[src/rtl/if_buf_pkg.sv]
// Shared defines for the instruction fetch buffer: NOP/zero words and the
// hold/jump control encodings used by the pipeline.
package if_buf_pkg;

    localparam logic [31:0] INST_NOP    = 32'h0000_0013;  // addi x0, x0, 0
    localparam logic [31:0] ZERO_WORD   = 32'h0000_0000;
    localparam logic        HOLD_ENABLE = 1'b1;
    localparam logic        JUMP_ENABLE = 1'b1;

endpackage

[src/rtl/if_buf_ram.sv]
// Entry storage for if_buf: one synchronous write port, one asynchronous
// read port, DEPTH x WIDTH, no reset.
module if_buf_ram #(
    parameter int DEPTH = 4,
    parameter int WIDTH = 64,
    parameter int AW    = $clog2(DEPTH)
) (
    input  logic             clk,
    input  logic             we_i,
    input  logic [AW-1:0]    waddr_i,
    input  logic [WIDTH-1:0] wdata_i,
    input  logic [AW-1:0]    raddr_i,
    output logic [WIDTH-1:0] rdata_o
);

    logic [WIDTH-1:0] mem [DEPTH];

    // NOTE: the array has no reset; stale entries are hidden by the count logic
    // in if_buf, and leaving it reset-free lets synthesis map it to plain storage.
    always_ff @(posedge clk) begin
        if (we_i) begin
            mem[waddr_i] <= wdata_i;
        end
    end

    assign rdata_o = mem[raddr_i];

endmodule

[src/rtl/if_buf.sv]
// Instruction fetch buffer between fetch and decode, with flush and hold.
// Define IF_BUF_BYPASS_EN to forward an input straight to the output when empty.
module if_buf
    import if_buf_pkg::*;
#(
    parameter int DATA_W = 32,
    parameter int ADDR_W = 32,
    parameter int DEPTH  = 4
) (
    input  logic                       clk,
    input  logic                       rst,
    input  logic                       flush_i,
    input  logic                       hold_i,
    input  logic                       in_valid_i,
    output logic                       in_ready_o,
    input  logic [DATA_W-1:0]          in_inst_i,
    input  logic [ADDR_W-1:0]          in_addr_i,
    output logic                       out_valid_o,
    input  logic                       out_ready_i,
    output logic [DATA_W-1:0]          out_inst_o,
    output logic [ADDR_W-1:0]          out_addr_o,
    output logic [$clog2(DEPTH):0]     count_o
);

    localparam int PTR_W = $clog2(DEPTH);
    localparam int CNT_W = PTR_W + 1;
    localparam int ENT_W = DATA_W + ADDR_W;

    logic [PTR_W-1:0] wr_ptr_q, wr_ptr_d;
    logic [PTR_W-1:0] rd_ptr_q, rd_ptr_d;
    logic [CNT_W-1:0] count_q, count_d;
    logic [ENT_W-1:0] head_ent;
    logic             flush, hold, empty, push, pop, bypass;

    assign flush      = (flush_i == JUMP_ENABLE);
    assign hold       = (hold_i == HOLD_ENABLE);
    assign empty      = (count_q == '0);
    assign in_ready_o = (count_q < CNT_W'(DEPTH)) && !rst;
    assign count_o    = count_q;

    // NOTE: every signal driven here gets its default first, so no path
    // through the block leaves one unassigned and no latch is inferred.
    always_comb begin
        out_valid_o = !empty && !hold && !flush;
        out_inst_o  = DATA_W'(INST_NOP);
        out_addr_o  = ADDR_W'(ZERO_WORD);
        bypass      = 1'b0;
        if (!empty) begin
            {out_inst_o, out_addr_o} = head_ent;
        end
`ifdef IF_BUF_BYPASS_EN
        else if (!hold && !flush && !rst && in_valid_i) begin
            out_valid_o = 1'b1;
            out_inst_o  = in_inst_i;
            out_addr_o  = in_addr_i;
            bypass      = out_ready_i;  // consumed directly, never stored
        end
`endif
        push = in_valid_i && in_ready_o && !flush && !bypass;
        pop  = out_valid_o && out_ready_i && !empty;
    end

    always_comb begin
        wr_ptr_d = wr_ptr_q;
        rd_ptr_d = rd_ptr_q;
        count_d  = count_q;
        if (flush) begin
            wr_ptr_d = '0;
            rd_ptr_d = '0;
            count_d  = '0;
        end else begin
            // DEPTH is a power of two, so natural overflow wraps the pointers.
            if (push) wr_ptr_d = wr_ptr_q + 1'b1;
            if (pop)  rd_ptr_d = rd_ptr_q + 1'b1;
            case ({push, pop})
                2'b10:   count_d = count_q + 1'b1;
                2'b01:   count_d = count_q - 1'b1;
                default: count_d = count_q;
            endcase
        end
    end

    // NOTE: state registers use non-blocking assignments so every flop samples
    // the pre-edge values regardless of process ordering.
    always_ff @(posedge clk or posedge rst) begin
        if (rst) begin
            wr_ptr_q <= '0;
            rd_ptr_q <= '0;
            count_q  <= '0;
        end else begin
            wr_ptr_q <= wr_ptr_d;
            rd_ptr_q <= rd_ptr_d;
            count_q  <= count_d;
        end
    end

    if_buf_ram #(
        .DEPTH (DEPTH),
        .WIDTH (ENT_W),
        .AW    (PTR_W)
    ) u_ram (
        .clk     (clk),
        .we_i    (push),
        .waddr_i (wr_ptr_q),
        .wdata_i ({in_inst_i, in_addr_i}),
        .raddr_i (rd_ptr_q),
        .rdata_o (head_ent)
    );

endmodule

[config.mk]
export PLATFORM = sky130hd
export DESIGN_NAME = if_buf
export DESIGN_NICKNAME = d
export VERILOG_FILES = /design/src/rtl/if_buf_pkg.sv /design/src/rtl/if_buf_ram.sv /design/src/rtl/if_buf.sv
export SDC_FILE = /design/constraint.sdc
export NUM_CORES = 1
export LEC_CHECK = 0
export BUFFER_PORTS_ARGS = -buffer_cell sky130_fd_sc_hd__buf_2
export CAP_MARGIN = 5
export CORE_ASPECT_RATIO = 1.5
export CORE_UTILIZATION = 55
export CTS_BUF_LIST = sky130_fd_sc_hd__clkbuf_8 sky130_fd_sc_hd__clkbuf_16
export DETAILED_ROUTE_END_ITERATION = 8
export PLACE_DENSITY = 0.77
export RECOVER_POWER = 25
export SLEW_MARGIN = 20
export SYNTH_ARGS = -nofsm -noshare
export SYNTH_HDL_FRONTEND = slang
export SYNTH_SLANG_ARGS = --single-unit
[constraint.sdc]
create_clock -name clk -period 7.8 [get_ports clk]
set_clock_uncertainty 0.2 [all_clocks]
set_input_delay 1.17 -clock clk [delete_from_list [all_inputs] [get_ports clk]]
set_output_delay 1.17 -clock clk [all_outputs]
set_load 0.02 [all_outputs]
-- Yosys cells after proc, flatten, opt, wreduce, memory -nomap -nowiden
Memory sizes are Yosys's and may differ from the RTL's.
Cells that the tools add are included.
- register bits after elaboration: 7
- RAM bits: 256
- bits of input ports: 70
- output and inout port bits: 69
- logic and storage cells: 36
- memories: 1
- memories (name ; depth ; bits a word ; rd ports ; clocked after memory_dff ; wr ports ; line ; source):
    u_ram.mem ; 4 ; 64 ; 1 ; 0 ; 1 ; if_buf_ram.sv:16 ; logic [WIDTH-1:0] mem [DEPTH];
- $add $sub $neg: 4
- magnitude comparators: 1
- equality and inequality tests: 2
- multiplexer cells: 10
- reductions and logical operators: 15
- operators with widths (operator ; number):
    $mux W32 ; 2
    $mux W2 ; 4
    $logic_and A1 B1 Y1 ; 7
    $pmux W3 S2 ; 1
    $add A2 B1 Y2 const B ; 2
    $logic_not A1 Y1 ; 4
    $reduce_bool A2 Y1 ; 2
    $add A3 B1 Y3 const B ; 1
    $logic_not A3 Y1 ; 1
    $lt A3 B3 Y1 const B ; 1
    $mux W3 ; 1
    $reduce_bool A3 Y1 ; 1
    $sub A3 B1 Y3 const B ; 1
    $eq A2 B1 Y1 const B ; 1
    $eq A2 B2 Y1 const B ; 1
    $mux W1 ; 2

-- Depth between registers and ports, before layout
Gate-level depths: netlist (run 1).
- depth in word-level cells: 9
- depth in mapped cells: 7

-- Hierarchy
From an unflattened synthesis (run 1), not the netlist that was laid out.
- cell total of the unflattened synthesis: 461
- area total of the unflattened synthesis: 10236.1 um^2
- modules (own cells, without submodules) (module ; times used ; cells an instance ; area an instance (um^2) ; seq. area each (um^2)):
    if_buf_ram ; 1 ; 338 ; 9341.5 ; 7687.4
    if_buf ; 1 ; 123 ; 894.6 ; 175.2

-- Worst setup path before layout (run 1)
No wires, ideal clock.
- path kind: input-to-reg
- from: input port rst
- to: memory u_ram.mem[0][0], enable pin
- library setup time: 429 ps
- data arrival time: 3387 ps
- slack: 3784 ps
- stages: 3
- path buffers: 0
- path through: nor3b_2 > nor2b_1 > and2_1
- cells in the longest elaborated chain, start to end: 6
- RTL lines (item ; line ; source):
    start: declaration ; if_buf.sv:11 ; input logic rst,
    $logic_not A1 Y1 (no source line) ; n/a ;
    $logic_and A1 B1 Y1 ; if_buf.sv:38 ; assign in_ready_o = (count_q < CNT_W'(DEPTH)) && !rst;
    $logic_and A1 B1 Y1 (2 in a row) ; if_buf.sv:59 ; push = in_valid_i && in_ready_o && !flush && !bypass;
    $mux W1 ; if_buf_ram.sv:21 ; if (we_i) begin
    $mux W1 (not written as such) ; if_buf_ram.sv:22 ; mem[waddr_i] <= wdata_i;
    end: declaration ; if_buf_ram.sv:16 ;
Every way passes these cells.

-- Worst setup path after layout (run 1)
- from: register rd_ptr_q[0]
- to: output port out_inst_o[4]
- cells in the longest elaborated chain, start to end: 2
- RTL lines (item ; line ; source):
    start: declaration ; if_buf.sv:30 ; logic [PTR_W-1:0] rd_ptr_q, rd_ptr_d;
    start signal: assignment ; if_buf.sv:92 ; rd_ptr_q <= rd_ptr_d;
    $mem_v2 Z4 W64 ; n/a ;
    $mux W32 ; if_buf.sv:48 ; if (!empty) begin
    end: declaration ; if_buf.sv:20 ; output logic [DATA_W-1:0] out_inst_o,
Every way passes these cells.

==> qor.csv, run 1 <==
stage;metric;value;unit
global_route;number of global-route vias before repair;5091;
synth;area of the mapped netlist;0.01014;mm^2
clock_tree;worst skew pair latency;500;ps
synth;synthesized area per cell;22.20;um^2
global_route;pin count of the biggest net entering global routing;67;
power;Comb pwr share;8.2;%
power;Sequential Power Share;56.3;%
synth;post-synthesis cell type count;32;
drt;post-route ant nets;0;
floorplanning;Die ar.;0.01900;mm^2
drt;Metal-1 WL;6879;um
critical_path;worst-path cell chain;buf_4, mux4_2, or2_2, buf_2;
hold_path;Hold Path End;wr_ptr_q[0]$_DFFE_PP0P_;
power;net switching power;0.6170;mW
power;Clock power frac;35.5;%
power;total internal power;2.192;mW
drt;Pre-antenna DRT Iters;4;
power;Pleak;3.873;nW
placement;Placer Congestion;0.6974;
synth;syn nets;532;
power;Peak VDD IR;0.1804;mV
hold_path;worst hold path class;reg2reg;
global_route;GRT overflow;0;
clock_tree;root buffer cell;clkbuf_16;
clock_tree;cts bufs inserted;23;
drt;final WL;18070;um
final_layout;area grow syn2layout;15.19;%
timing;FMAX;224.4;MHz
critical_path;Crit Path Max Fanout;44;
drt;vias per cell;5.781;
critical_path;Worst Setup Start Kind;flop;
synth;Yosys top cell area share;75.78;%
clock_tree;hold_buf cts;0;
power;Power Density;240.3;mW/mm^2
hold_path;hold path depth;2;
final_layout;share of cells above drive strength 1;33.44;%
clock_tree;post-cts resize count;0;
drt;drt wl/cell;21.61;um
critical_path;r2r setup slk;4830;ps
clock_tree;clk buf depth;3;
timing;TNS Setup;0;ps
final_layout;final net count;676;
timing;count of final setup violators;0;
synth;Post-Syn Instances;457;
timing;RSZ-0062 raised after global routing;false;
synth;Synth area leaders;edfxtp_1 76%, mux4_2 14%, nor2b_1 3.9%;
global_route;first-pass GRT wire length;27640;um
power;sw frac;21.97;%
final_layout;final instance area;0.01169;mm^2
final_layout;commonest non-fill, non-tap cell in the layout;edfxtp_1;
timing;final period utilization;57.15;%
critical_path;CP max stage cell;buf_4;
critical_path;Worst R2R End;count_o[2]$_DFFE_PP0P_;
floorplanning;Die Ht;168.3;um
hold_path;hold path startpoint;wr_ptr_q[0]$_DFFE_PP0P_;
clock_tree;CTS Sinks;263;
job;Max-Cap Viols;0;
global_route;gr usage total;19.44;%
clock_tree;CTS tree;done;
timing;Hold Violations, Final;0;
critical_path;arrival time at the worst endpoint;3090;ps
critical_path;Required @ worst endpoint;6430;ps
synth;register area share after synthesis;77.50;%
drt;DR top layer;met4;
drt;met3 WL post-DR;1053;um
synth;Yosys top cell by area;edfxtp_1;
clock_tree;Worst-path clk slew;60;ps
global_route;initial antenna violation count;2;
floorplanning;initial core utilization;56.31;%
placement;Port Buffer Count;138;
floorplanning;chip width;112.9;um
timing;max_slew headroom;32.33;%
placement;total placed instance area;0.01108;mm^2
drt;total via count in the routed design;4833;
critical_path;Crit. End Element;output pin;
placement;DP HPWL;10390;um
critical_path;Largest stage delay, worst path;770;ps
final_layout;most frequent cells in the layout;256 x edfxtp_1, 97 x buf_2, 64 x mux4_2;
outcome;status;complete, no violations;
critical_path;Crit Path Class;reg2out;
critical_path;Reg2Reg Depth;7;
synth;post-synthesis register bit count;263;
critical_path;reg2reg start;count_o[1]$_DFFE_PP0P_;
synth;YS warnings;0;
clock_tree;H-Tree Depth;1;
drt;Residual DRC;0;
floorplanning;row count;60;
timing;min Tclk post-route;4457;ps
floorplanning;Core Area;0.01802;mm^2
timing;Slew @ Worst Pin;1015;ps
floorplanning;Ports;139;
drt;Initial DRC Count;293;
drt;DR WL met2;9684;um
clock_tree;post-CTS setup buffer count;0;
timing;final slew viol count;0;
how the worst max path moves through the flow:
stage / from / to / slack [ps] / cells past startpoint
CTS: rd_ptr_q[0]$_DFFE_PP0P_ / out_inst_o[4] / 3220 / 4
detailed placement: rd_ptr_q[0]$_DFFE_PP0P_ / out_inst_o[4] / 3760 / 4
global route: rd_ptr_q[0]$_DFFE_PP0P_ / out_inst_o[4] / 3130 / 4
finish: rd_ptr_q[0]$_DFFE_PP0P_ / out_inst_o[4] / 3340 / 4
global placement: rd_ptr_q[0]$_DFFE_PP0P_ / out_inst_o[4] / 3780 / 4
floorplan: rst / u_ram.mem[0][0]$_DFFE_PP_ / 3780 / 3
area by class of cell:
class	instances	area (um^2)
clock buffers	23	575.6
well taps	217	271.5
repair buffers	141	681.9
clock inverters	17	73.82
inverters	3	11.26
diodes	3	7.507
multi-input cells	169	2195
flip-flops and latches	263	7870
fillers	1229	6331
power by group through the flow:
stage	sequential (mW)	combinational [mW]	clock, mW
after global routing	1.58	0.248	1.07
final	1.58	0.230	0.997
after global placement	1.61	0.225	0
after CTS	1.58	0.237	1.02
after floorplan	1.61	0.138	0
after detailed placement	1.61	0.237	0
flip-flops by register name, indices dropped and copies added, names as in the netlist:
register and count:
u_ram.mem 256, rd_ptr_q 2, wr_ptr_q 2, count_o 3
synth_stat cells (all sizes together):
| cell type | number |
|---|---|
| clkbuf | 13 |
| nor2 | 7 |
| xnor2 | 2 |
| and2 | 4 |
| a21oi | 1 |
| or2 | 3 |
| dfrtp | 7 |
| nand2b | 1 |
| edfxtp | 256 |
| mux4 | 64 |
| o21ai | 1 |
| nand4b | 1 |
| a41oi | 1 |
| fa | 1 |
| nand3 | 2 |
| ha | 4 |
| nand2 | 3 |
| nor2b | 63 |
| buf | 9 |
| nor3 | 2 |
| inv | 3 |
| nor4b | 1 |
| nor3b | 2 |
| and3b | 1 |
| mux2i | 1 |
| or4 | 1 |
| xnor3 | 1 |
| or4b | 2 |
cells by family (layout without fill, tap and decap cells):
group	after synthesis	count (layout)	synth area share, %
compound gates	3	3	0.2590
other cells	0	3	0
flops	263	263	77.50
xor+xnor	3	3	0.3947
buf+inv	25	184	1.024
fa+ha+maj	5	5	0.6907
simple gates	93	93	5.821
mux	65	65	14.31
per-layer routing:
metal | track usage [%] | up-vias
li1 | - | 2140
met1 | 23.10 | 2507
met2 | 35.29 | 149
met3 | 3.888 | 37
met4 | 6.579 | 0
met5 | 0 | -
metrics by stage:
step / utilization [%] / setup slack (ps) / std cells / hold WS, ps / power [mW]
after detailed placement: 61.50 / 3764 / 793 / 413.8 / 1.849
after global placement: 61.35 / 3783 / 792 / 384.1 / 1.836
final: 64.86 / 3343 / 836 / 435.2 / 2.809
after global routing: 64.82 / 3131 / 833 / 461.2 / 2.897
after floorplan: - / 3784 / 457 / 361.6 / 1.747
after CTS: 65.10 / 3220 / 833 / 431.8 / 2.838
worst max-delay path, delay by kind of cell (launching register included):
family | cells | cell delay, ps
buffers and inverters | 2 | 930
DFF | 1 | 730
muxes | 1 | 590
and+or+nand+nor | 1 | 290
(Power assumes the default switching activity.)
==> run 2: changes to the inputs <==
clock period = 4.3 ns   (was 7.8 ns; I/O delays follow)
==> qor.csv, run 2 (synthesis results as in run 1) <==
stage;metric;value;unit
drt;Initial DRC Count;290;
power;Total Power;5.144;mW
timing;max_slew headroom;35.13;%
outcome;status;complete, no violations;
floorplanning;initial core utilization;56.31;%
placement;Port Buffer Count;138;
clock_tree;root buffer cell;clkbuf_16;
final_layout;multi-input logic area;0.002195;mm^2
final_layout;fin util;64.93;%
floorplanning;row count;60;
drt;DR WL met2;9607;um
drt;drt wl/cell;21.49;um
drt;total via count in the routed design;4766;
drt;Pre-antenna DRT Iters;5;
critical_path;Crit Path Max Fanout;26;
clock_tree;H-Tree Depth;1;
critical_path;Crit. End Element;output pin;
final_layout;Diodes inserted;0;
power;Power Density;439.7;mW/mm^2
final_layout;max FFs per register;256;
power;sw frac;21.73;%
power;net switching power;1.118;mW
drt;post-route ant nets;0;
floorplanning;Die Ht;168.3;um
drt;DR top layer;met4;
final_layout;fillers;1228;
clock_tree;Worst-path clk slew;60;ps
timing;FMAX;292.4;MHz
final_layout;most frequent cells in the layout;256 x edfxtp_1, 97 x buf_2, 64 x mux4_2;
hold_path;worst hold path class;in2reg;
final_layout;area grow syn2layout;15.32;%
drt;Residual DRC;0;
critical_path;Crit Path Class;reg2out;
floorplanning;Die ar.;0.01900;mm^2
power;Sequential Power Share;55.8;%
power;Clock power frac;36.3;%
global_route;initial antenna violation count;0;
final_layout;share of cells above drive strength 1;33.66;%
timing;final slew viol count;0;
final_layout;Seq. cell area;0.007870;mm^2
floorplanning;chip width;112.9;um
power;total internal power;4.026;mW
placement;pre-CTS setup slack;1124;ps
power;Comb pwr share;7.9;%
clock_tree;CTS Sinks;263;
timing;Slew @ Worst Pin;973.0;ps
drt;final WL;17940;um
timing;count of final setup violators;0;
global_route;gr usage total;19.54;%
clock_tree;cts bufs inserted;23;
final_layout;final net count;678;
clock_tree;CTS tree;done;
drt;met3 WL post-DR;761;um
final_layout;largest reg by FF count;u_ram.mem;
global_route;pin count of the biggest net entering global routing;67;
job;Max-Cap Viols;0;
critical_path;Required @ worst endpoint;3450;ps
floorplanning;Core Area;0.01802;mm^2
timing;final period utilization;79.53;%
drt;vias per cell;5.708;
timing;min Tclk post-route;3420;ps
drt;Metal-1 WL;7196;um
power;Peak VDD IR;0.3656;mV
timing;TNS Setup;0;ps
timing;RSZ-0062 raised after global routing;false;
placement;DP HPWL;10620;um
timing;Hold Violations, Final;0;
placement;Placer Congestion;0.6897;
global_route;number of global-route vias before repair;5080;
global_route;GRT overflow;0;
power;Pleak;3.879;nW
critical_path;Worst Setup Start Kind;flop;
clock_tree;clk buf depth;3;
floorplanning;Ports;139;
clock_tree;worst skew pair latency;490;ps
timing;Final Worst Setup Slack;880.3;ps
final_layout;commonest non-fill, non-tap cell in the layout;edfxtp_1;
global_route;first-pass GRT wire length;27950;um
critical_path;arrival time at the worst endpoint;2570;ps
[run 2: cell type report]
class                   instances  share of cell area, %
flip-flops and latches        263                  67.27
multi-input cells             169                  18.76
clock buffers                  23                  4.920
repair buffers                143                  5.807
clock inverters                17                 0.8235
well taps                     217                  2.321
inverters                       3                0.09626
[run 2: final timing paths]
path                       slack [ps]                         end                     from  cells past startpoint
max                               880              out_addr_o[28]  rd_ptr_q[0]$_DFFE_PP0P_                      4
min                               160  u_ram.mem[0][55]$_DFFE_PP_            in_inst_i[23]                      1
max reg2reg                      1420   u_ram.mem[1][5]$_DFFE_PP_   count_o[2]$_DFFE_PP0P_                      3
min reg2reg                       440     wr_ptr_q[0]$_DFFE_PP0P_  wr_ptr_q[0]$_DFFE_PP0P_                      2
max in group asynchronous        3180     rd_ptr_q[0]$_DFFE_PP0P_                      rst                      3
min in group asynchronous         470     wr_ptr_q[1]$_DFFE_PP0P_                      rst                      3
[run 2: power groups by stage]
stage          Combinational, mW  Clock (mW)  Sequential [mW]
4_1_cts                    0.421        1.89             2.87
3_5_place_dp               0.419           0             2.93
5_1_grt                    0.440        1.97             2.87
6_report                   0.408        1.87             2.87
2_1_floorplan              0.251           0             2.92
3_3_place_gp               0.409           0             2.92
[run 2: critical path: stages (launching register included)]
cell	delay, ps
dfrtp_4	760
buf_4	390
mux4_2	540
nor2b_1	170
buf_2	210
[run 2: per-layer routing]
| metal | GRT usage [%] | vias to the layer above |
|---|---|---|
| met3 | 2.952 | 33 |
| met1 | 24.75 | 2459 |
| met4 | 6.293 | 0 |
| met5 | 0 | - |
| met2 | 34.78 | 128 |
| li1 | - | 2146 |
[run 2: what timing repair did]
item / CTS / global route
setup buffers: 0 / 0
hold endpoints to repair: 7 / 0
hold buffers: 1 / 0
resized for setup: 0 / 0
[run 2: stage by stage]
step                      hold WS, ps  cell area (um^2)  cells
final                           163.3             11700    835
after global routing            165.2             11700    835
after CTS                       142.4             11750    835
after detailed placement        426.3             11070    794
after global placement          392.1             11070    794
after floorplan                 248.4             10140    457
